## src/rtl/bird_position.sv

```systemverilog
// rtl/bird_position.sv - bird vertical position: flap moves up, gravity tick moves down, saturating rows.
// Freezes in DEAD after a hit until reset; top/bottom/gravity feed the out-of-bounds checker.
module bird_position #(
  parameter int ROWS        = 16,
  parameter int FALL_PERIOD = 4,
  parameter int START_ROW   = 7
) (
  input  logic                    clk,
  input  logic                    reset,
  input  logic                    key,
  input  logic                    hit,
  output logic [$clog2(ROWS)-1:0] row,
  output logic [ROWS-1:0]         row_onehot,
  output logic                    gravity,
  output logic                    top,
  output logic                    bottom,
  output logic                    alive
);

  localparam int RW = $clog2(ROWS);
  localparam int CW = $clog2(FALL_PERIOD);
  localparam logic [RW-1:0] LAST_ROW  = RW'(ROWS - 1);
  localparam logic [RW-1:0] FIRST_ROW = RW'(START_ROW);
  localparam logic [CW-1:0] CNT_LAST  = CW'(FALL_PERIOD - 1);

  typedef enum logic [1:0] {
    S_IDLE = 2'd0,
    S_FLY  = 2'd1,
    S_DEAD = 2'd2
  } state_t;

  state_t        r_state;
  state_t        w_state_next;
  logic [RW-1:0] r_row;
  logic [RW-1:0] w_row_next;
  logic [RW-1:0] w_row_up;
  logic [RW-1:0] w_row_down;
  logic [CW-1:0] r_cnt;
  logic [CW-1:0] w_cnt_next;
  logic          r_key_q;
  logic          w_flap;

  assign w_flap     = key & ~r_key_q;
  assign w_row_up   = (r_row == '0) ? r_row : r_row - 1'b1;
  assign w_row_down = (r_row == LAST_ROW) ? r_row : r_row + 1'b1;

  always_ff @(posedge clk) begin
    if (reset) begin
      r_state <= S_IDLE;
    end else begin
      r_state <= w_state_next;
    end
  end

  always_comb begin
    w_state_next = r_state;
    case (r_state)
      S_IDLE:  if (w_flap) w_state_next = S_FLY;
      S_FLY:   if (hit)    w_state_next = S_DEAD;
      S_DEAD:  w_state_next = S_DEAD;
      default: w_state_next = S_IDLE;
    endcase
  end

  // Hit outranks flap, flap outranks gravity; a flap on a gravity cycle still restarts the period.
  always_comb begin
    w_row_next = r_row;
    w_cnt_next = r_cnt;
    case (r_state)
      S_IDLE: begin
        w_cnt_next = '0;
        if (w_flap) w_row_next = w_row_up;
      end
      S_FLY: begin
        if (!hit) begin
          if (w_flap) begin
            w_row_next = w_row_up;
            w_cnt_next = '0;
          end else if (gravity) begin
            w_row_next = w_row_down;
            w_cnt_next = '0;
          end else begin
            w_cnt_next = r_cnt + 1'b1;
          end
        end
      end
      default: begin
        w_row_next = r_row;
        w_cnt_next = r_cnt;
      end
    endcase
  end

  always_ff @(posedge clk) begin
    if (reset) begin
      r_row   <= FIRST_ROW;
      r_cnt   <= '0;
      r_key_q <= 1'b0;
    end else begin
      r_row   <= w_row_next;
      r_cnt   <= w_cnt_next;
      r_key_q <= key;
    end
  end

  always_comb begin
    gravity = (r_state == S_FLY) && (r_cnt == CNT_LAST);
    alive   = (r_state == S_FLY);
    top     = (r_row == '0);
    bottom  = (r_row == LAST_ROW);
    for (int i = 0; i < ROWS; i++) begin
      row_onehot[i] = (r_row == RW'(i));
    end
  end

  assign row = r_row;

endmodule

```

## config.mk

```make
export PLATFORM = sky130hd
export DESIGN_NAME = bird_position
export DESIGN_NICKNAME = d
export VERILOG_FILES = /design/src/rtl/bird_position.sv
export SDC_FILE = /design/constraint.sdc
export NUM_CORES = 1
export LEC_CHECK = 0
export CORE_UTILIZATION = 40
export CTS_BUF_LIST = sky130_fd_sc_hd__clkbuf_8
export CTS_CLUSTER_SIZE = 20
export DETAILED_ROUTE_END_ITERATION = 12
export HOLD_SLACK_MARGIN = 0.08
export PLACE_DENSITY = 0.73
export SYNTH_ARGS = -nofsm -noshare
export SYNTH_HDL_FRONTEND = slang
export SYNTH_SLANG_ARGS = --single-unit
```

## constraint.sdc

```tcl
create_clock -name clk -period 2.1 [get_ports clk]
set_clock_uncertainty 0.1 [all_clocks]
set_input_delay 0.315 -clock clk [delete_from_list [all_inputs] [get_ports clk]]
set_output_delay 0.315 -clock clk [all_outputs]
set_load 0.05 [all_outputs]
```

==> out/results.ini <==
[status]
status=complete, no violations

[die]
die_area_um2=2090
die_w_um=45.8
coreArea_um2=1760
rows=15
pin_count=28
initial_utilization_pct=43.4
fp.dieH_um=45.8

[logic_synthesis]
synthTopCellsByArea=dfxtp_1 24%, ha_1 13%, and2_1 9.8%, nor2b_1 4.9%, a21oi_1 4.6%
synthCells=98
syn-num-nets=110
seq_area_frac_synth_pct=23.5
ys_ff_latch=9
yosysMostFrequentCell=and2_1
synthFlopType=dfxtp_1
synth_area_um2=766
synth_edf_count=0
synth.largest_area_cell=dfxtp_1
yosys_warnings=0
synth_top_area_share_pct=23.5
async_reset_ff_share_pct=0
synth_cell_type_count=34
synthTopCellsByCount=12 x and2_1, 9 x dfxtp_1, 8 x ha_1
avgSynthCellArea_um2=7.81

[placement]
dpl_worst_slack_ns=0.155
placed_area_um2=1190
gp_congestion=0.898
io_buffers=27
dpl.hpwl_um=1500
dp_cells=148

[timing]
finalMaxSlewViolations=0
setup_viol=0
setup_tns_ns=0
rsz0062_at_grt=no
finalHoldViolCount=0
finalWorstSetupSlack_ns=0.190
slew_headroom_pct=67.1
whs_ns=0.366
fin_crit_sh_pct=91.0
fmax_ghz=0.523
final.min_clock_period_ns=1.91
worstMarginPinSlew_ns=0.492

[critical_path]
max_stage_delay_ns=0.84
cp.depth=1
startpoint_type=flip-flop
crit_path_top_delay_cell=clkdlybuf4s50_1
arrival_ns=1.50
path_max_fanout=6
cpLargestDelayFamily=buffers and inverters
path_cells=clkdlybuf4s50_1
r2r_cells=7
crit_path_end=row[3]
r2r-end=row[0]
crit_type=flip-flop to output pin
required_ns=1.68
setup.reg_to_reg.worst_slack_ns=0.22
timing.critical_path.buf_inv=1
end_kind=output pin
reg2reg_from=r_state[1]
startpoint=row[3]

[power_and_ir_drop]
ir_drop_mv=0.471
power_leakage_nw=0.550
total_power_uw=915
powerDensity_nw_per_um2=739

[clock_tree]
clock_latency_ns=0.24
root_buffer=clkbuf_8
cts_made_buffers=3
cts_tree=built
clockBufferDepth=2
hold_buffers=0
clk_pin_slew_ns=0.05
cts_resized=0
htreeDepth=1
cts.sink_count=9
cts_setup_buffers=0

[global_routing]
grt_pass1_vias=635
overflow=0
grt_max_degree=14
globalRouteTotalUtil_pct=19.9
grt_pass1_wl_um=2920
antenna_found_initial=0

[cells_and_area]
final_core_util_pct=70.1
drive_above_1_share_pct=26.8
fin_nets=140
stdcell_area_um2=1240
n_antenna_cell=0
area_growth_syn_to_layout_pct=61.6
instances_no_fill=152

[drt]
antenna_left=0
drc=0
vias=763
drt-total-wl_um=1880
firstDrtPassIters=4
routedWlPerCell_um=12.3
via_per_inst=5.02
first_iter_violations=11

[min_path]
hp-class=flip-flop to flip-flop

[flow_run]
max_cap_violations=0

==> layer usage <==
metal | global-route usage (%) | part of all wire, %
met3 | 4.76 | 4.6
met5 | 0 | 0
met1 | 27.1 | 49
met2 | 28.9 | 44
met4 | 10.6 | 2.3
==> registers in the layout, indices dropped and copies added, names as in the netlist <==
register	flops
r_state	2
r_cnt	2
row	4
r_key_q	1
==> power breakdown <==
| part | internal [mW] | leakage [nW] | switching, mW |
|---|---|---|---|
| Clock | 0.128 | 0.0269 | 0.0751 |
| Combinational | 0.207 | 0.450 | 0.284 |
| Sequential | 0.192 | 0.0730 | 0.0283 |
==> placed cells by master, fill, tap and decap left out, types with 2 or more instances in the layout <==
| master | instances |
|---|---|
| nand2_1 | 5 |
| nand3_1 | 2 |
| clkdlybuf4s50_1 | 6 |
| and3_2 | 2 |
| ha_1 | 8 |
| a21oi_1 | 7 |
| dfxtp_1 | 7 |
| nor2_1 | 7 |
| and2_1 | 12 |
| and3_1 | 3 |
| nor3_1 | 2 |
| a31oi_1 | 2 |
| buf_4 | 9 |
| nor2b_1 | 6 |
| buf_12 | 15 |
| clkbuf_8 | 3 |
| nand4b_1 | 2 |
| inv_1 | 7 |
| o21ai_0 | 4 |
| o31ai_1 | 2 |
| dfxtp_2 | 2 |
==> cell type report <==
type,instances,area [um2]
clock buffer,3,41.3
sequential,9,183
inverter,6,22.5
fill,148,527
tap,25,31.3
clock inverter,1,3.75
timing repair buffer,30,428
multi-input combinational,78,528
==> worst min path at each step <==
stage / start / to / cells after the start
after floorplan: reset / r_cnt[0] / 1
after global placement: r_cnt[1] / r_cnt[1] / 2
after detailed placement: r_cnt[1] / r_cnt[1] / 2
after CTS: r_cnt[1] / r_cnt[1] / 2
after global routing: r_cnt[1] / r_cnt[1] / 2
final: r_cnt[1] / r_cnt[1] / 2
==> cell families after synthesis <==
family,synth area share (%)
buffers and inverters,7.51
flip-flops,23.5
adder cells (fa/ha/maj),13.1
AO/OA/AOI/OAI,20.3
AND/OR/NAND/NOR,34.3
multiplexers,1.31
No activity file was read; power rests on OpenSTA's default activity.
==> edit 1, RTL diff (config.mk and constraints unchanged) <==
Set the parameter `ROWS` to 32 (it was 16).
--- a/src/rtl/bird_position.sv
+++ b/src/rtl/bird_position.sv
@@ -2,5 +2,5 @@
 // Freezes in DEAD after a hit until reset; top/bottom/gravity feed the out-of-bounds checker.
 module bird_position #(
-  parameter int ROWS        = 16,
+  parameter int ROWS        = 32,
   parameter int FALL_PERIOD = 4,
   parameter int START_ROW   = 7
Ports: changed (resized row and row_onehot); port bits go from 28 to 45. The function was not compared with the original's and may differ.
==> edit 1 against the original RTL <==
- clock power decreased by 2%
- cell area is 57% higher
- wire length rose by 70%
- power down 9.9%
- synthesized area increased by 31%
- sequential cell count is 1 higher
- setup slack got worse by 0.17 ns
==> edit 1: results (changes against the original RTL) <==
pwr:
  worst_case_vdd_ir_drop_mv: 0.564  # +20%
global_route:
  first_pass_grt_wire_length_um: 4810  # +65%
  grtUsageMet3_pct: 5.26  # +0.50 points
  grt_max_degree: 16  # +2
  m2_gr_usage_pct: 43.8  # +15 points
  grt_use_total_pct: 24.2  # +4.3 points
  global_route_met1_utilization_pct: 29.0  # +1.9 points
place:
  final_replace_weighted_congestion: 0.905  # +0.78%
  place_ws_ns: -0.0109  # -0.166 ns
  io_buffers: 44  # +63%
  hpwl_um: 2560  # +70%
synthesis:
  mappedNetlistNets: 152  # +38%
  synth_common_cells: "nor2_1, nand2_1, dfxtp_1, ha_1, and2_1"
  number_of_different_library_cells_in_the_post_synthesis_netlist: 39  # +15%
  synthTopCellsByArea: "dfxtp_1, nor2_1, ha_1"
  ys_seq_area_share_pct: 19.9  # -3.6 points
route:
  drt_pre_antenna_iters: 4  # unchanged
  first_iter_violations: 37  # +26
  route.detailed.wl_per_inst_um: 14.8  # +20%
  avgViaCountPerCell: 5.48  # +9.1%
cts:
  post_cts_setup_driven_buffer_insertion_count: 1  # +1
  cts.reportedPaths.clkPinSlew_ns: 0.05  # about the same
  ctsResizeCount: 1  # +1
sta:
  slew_at_the_pin_with_the_worst_max_slew_slack_ns: 0.489  # -0.00309 ns
finish:
  final_layout_size_suffix_gt1_share_pct: 41.0  # +14 points
  number_of_flip_flops_under_the_largest_register_name: 5  # +1
  design.final.nets: 203  # +45%
outcome:
  run_status: "complete, no violations"
setup_path:
  wp_data_arrival_ns: 2.10  # +0.60 ns
[edit 1: logic make-up (layout without fill, tap and decap cells)]
kind of cell	after synthesis	in the layout	synth area share [%]
simple gates	75	75	36.5
compound gates	23	23	20.1
buf+inv	17	67	8.09
fa+ha+maj	10	10	12.5
flops	10	10	19.9
mux	3	3	2.99
[edit 1: per-layer routing]
layer / share of wire (%) / up-vias / wire [µm]
met5: 0 / - / 0
met4: 1.3 / 0 / 43
met3: 4.5 / 4 / 144
met2: 53 / 48 / 1680
met1: 41 / 566 / 1320
li1: - / 565 / -
[edit 1: power breakdown]
group | internal [W] | switching, W
combinational | 0.000153 | 0.000247
clock | 0.000128 | 0.0000717
sequential | 0.000207 | 0.0000180
total | 0.000488 | 0.000337
[edit 1: path summary, 6_finish.rpt]
path	start	endpoint	slack [ns]	cells past startpoint
max	row[0]	row[1]	0.02	7
min	r_state[1]	r_state[1]	0.39	2
min reg2reg	r_state[1]	r_state[1]	0.39	2
max reg2reg	row[0]	row[1]	0.02	7
[edit 1: cell type report]
class | count | area (µm²)
Timing Repair Buffer | 56 | 853
Multi-Input combinational cell | 111 | 773
Fill cell | 127 | 352
Sequential cell | 10 | 211
Clock buffer | 3 | 41.3
Tap cell | 28 | 35.0
Inverter | 7 | 27.5
Clock inverter | 1 | 3.75
[edit 1: worst max-delay path: stages, from the launching register on]
cell	delay (ns)
dfxtp_4	0.35
ha_4	0.16
and3_4	0.15
ha_4	0.15
or3b_4	0.40
a221oi_4	0.37
a32o_1	0.23
o21bai_1	0.06
[edit 1: metrics by stage]
stage	instances	instance area, µm²
after global placement	210	1870
final	216	1950
after detailed placement	210	1870
after global routing	216	1950
after CTS	215	1920
after floorplan	138	1050
==> edit 2, RTL diff (same settings) <==
Made on the original files. Encoding of `state_t`: now one-hot (3 bits for 3 states).
--- a/src/rtl/bird_position.sv
+++ b/src/rtl/bird_position.sv
@@ -24,8 +24,8 @@
   localparam logic [CW-1:0] CNT_LAST  = CW'(FALL_PERIOD - 1);
 
-  typedef enum logic [1:0] {
-    S_IDLE = 2'd0,
-    S_FLY  = 2'd1,
-    S_DEAD = 2'd2
+  typedef enum logic [2:0] {
+    S_IDLE = 3'b001,
+    S_FLY  = 3'b010,
+    S_DEAD = 3'b100
   } state_t;
 
Formal check against the unedited RTL: no difference found for any inputs over 10 cycles, from zero or initial values and one cycle with reset high; not proved beyond that.
==> edit 2 against the original RTL <==
- cell count up 0.66%
- fmax down 1.4%
- power down 21%
- first-iteration DRC count up 73%
- count of clock-buffer cells in the layout unchanged
- synthesized area up 2.3%
- synthesized cell count down 3.1%
- via count up 6.3%
- non-clock buffer count up 5
- setup slack worse by 0.027 ns
- wire length down 1.0%
- cell area up 6.9%
- core utilization up 4.0 points
- sequential cell count up 1
==> edit 2: results (changes against the original RTL) <==
outcome:
  run_status: "complete, no violations"
route:
  drt_pre_antenna_iters: 4  # unchanged
  route.detailed.wl_per_inst_um: 12.1  # -1.7%
  avgViaCountPerCell: 5.30  # +5.6%
  first_iter_violations: 19  # +8
pwr:
  power_leakage_nw: 0.557  # +1.3%
  worst_case_vdd_ir_drop_mv: 0.445  # -5.6%
finish:
  fillers: 139  # -6.1%
  n_antenna_cell: 0  # unchanged
  design.final.nets: 139  # -0.71%
  final_layout_size_suffix_gt1_share_pct: 33.6  # +6.8 points
  number_of_flip_flops_under_the_largest_register_name: 4  # unchanged
synthesis:
  synth_common_cells: "and2_1, nor2_1, dfxtp_1, ha_1"
  number_of_different_library_cells_in_the_post_synthesis_netlist: 40  # +18%
  synthArstFlopShare_pct: 0  # unchanged
  ys_seq_area_share_pct: 25.6  # +2.0 points
  mappedNetlistNets: 104  # -5.5%
  synth.yosys.warnings: 0  # unchanged
  synthTopCellsByArea: "dfxtp_1, and2_1, ha_1"
  synthFlopType: "dfxtp_1"
setup_path:
  worst-path-max-fanout: 8  # +2
  path_delay_family: "buffers and inverters"
  crit_path_top_delay_cell: "dfxtp_2"
  timing.critical_path.slowest_cell_delay_ns: 0.31  # -0.53 ns
  wp_data_arrival_ns: 1.52  # +0.02 ns
  regToRegSetupSlack_ns: 0.23
global_route:
  grt_max_degree: 14  # unchanged
  first_pass_grt_wire_length_um: 3190  # +9.2%
  number_of_antenna_violations_at_the_first_check_in_global_routing: 0  # unchanged
  grt_use_total_pct: 21.1  # +1.1 points
  grt_pass1_vias: 762  # +20%
place:
  hpwl_um: 1500  # +0.17%
  final_replace_weighted_congestion: 0.759  # -15%
cts:
  post_cts_setup_driven_buffer_insertion_count: 0  # unchanged
  worstSkewPairLatency_ns: 0.23
  ctsResizeCount: 0  # unchanged
  cts_made_buffers: 3  # unchanged
  cts_max_level: 1  # unchanged
  clk_path_buf_depth: 2  # unchanged
  clock_tree.root_cell: "clkbuf_8"
  cts.reportedPaths.clkPinSlew_ns: 0.04
min_path:
  hold_path.class: "reg -> reg"
sta:
  worst_slew_margin_rel_pct: 66.4  # -0.65 points
## edit 2: kinds of logic (layout without fill, tap and decap cells)
kind of cell	after synthesis	in the layout	synth area share [%]
and+or+nand+nor	51	51	37.5
adders and majority gates	5	5	7.99
AOI/OAI and AO/OA	19	19	20.0
buffers and inverters	8	41	6.23
muxes	2	2	2.72
DFF	10	10	25.6
## edit 2: layer usage
layer	part of all wire, %	GRT usage (%)	vias to the layer above
li1	-	-	404
met1	40	22.9	374
met2	54	38.3	28
met3	4.2	2.35	5
met4	2.0	12.9	0
met5	0	0	-
## edit 2: path summary, 6_finish.rpt
| check | start | to | cells past startpoint |
|---|---|---|---|
| max | row[0] | top | 5 |
| min | r_cnt[0] | r_cnt[0] | 2 |
| max reg2reg | r_state[0] | row[2] | 5 |
| min reg2reg | r_cnt[0] | r_cnt[0] | 2 |
## edit 2: final cells by class
class	instances	share of cell area (%)
multi-input cells	77	40.5
clock buffers	3	3.12
repair buffers	35	37.8
well taps	25	2.37
inverters	3	0.851
flip-flops and latches	10	15.3
## edit 2: report_power, final
group | internal (W) | switching (W)
clock | 0.000125 | 0.0000674
combinational | 0.000139 | 0.000173
sequential | 0.000204 | 0.0000153
total | 0.000467 | 0.000256
## edit 2: per-stage QoR
stage | cells | hold slack (ns) | cell area [µm²] | util, % | worst slack [ns]
detailed placement | 150 | 0.424 | 1280 | 71.9 | 0.148
global route | 153 | 0.482 | 1320 | 74.2 | 0.0659
global placement | 150 | 0.409 | 1280 | 71.9 | 0.222
CTS | 153 | 0.432 | 1320 | 74.2 | 0.158
floorplan | 95 | 0.343 | 787 | - | -0.0361
finish | 153 | 0.434 | 1320 | 74.2 | 0.163
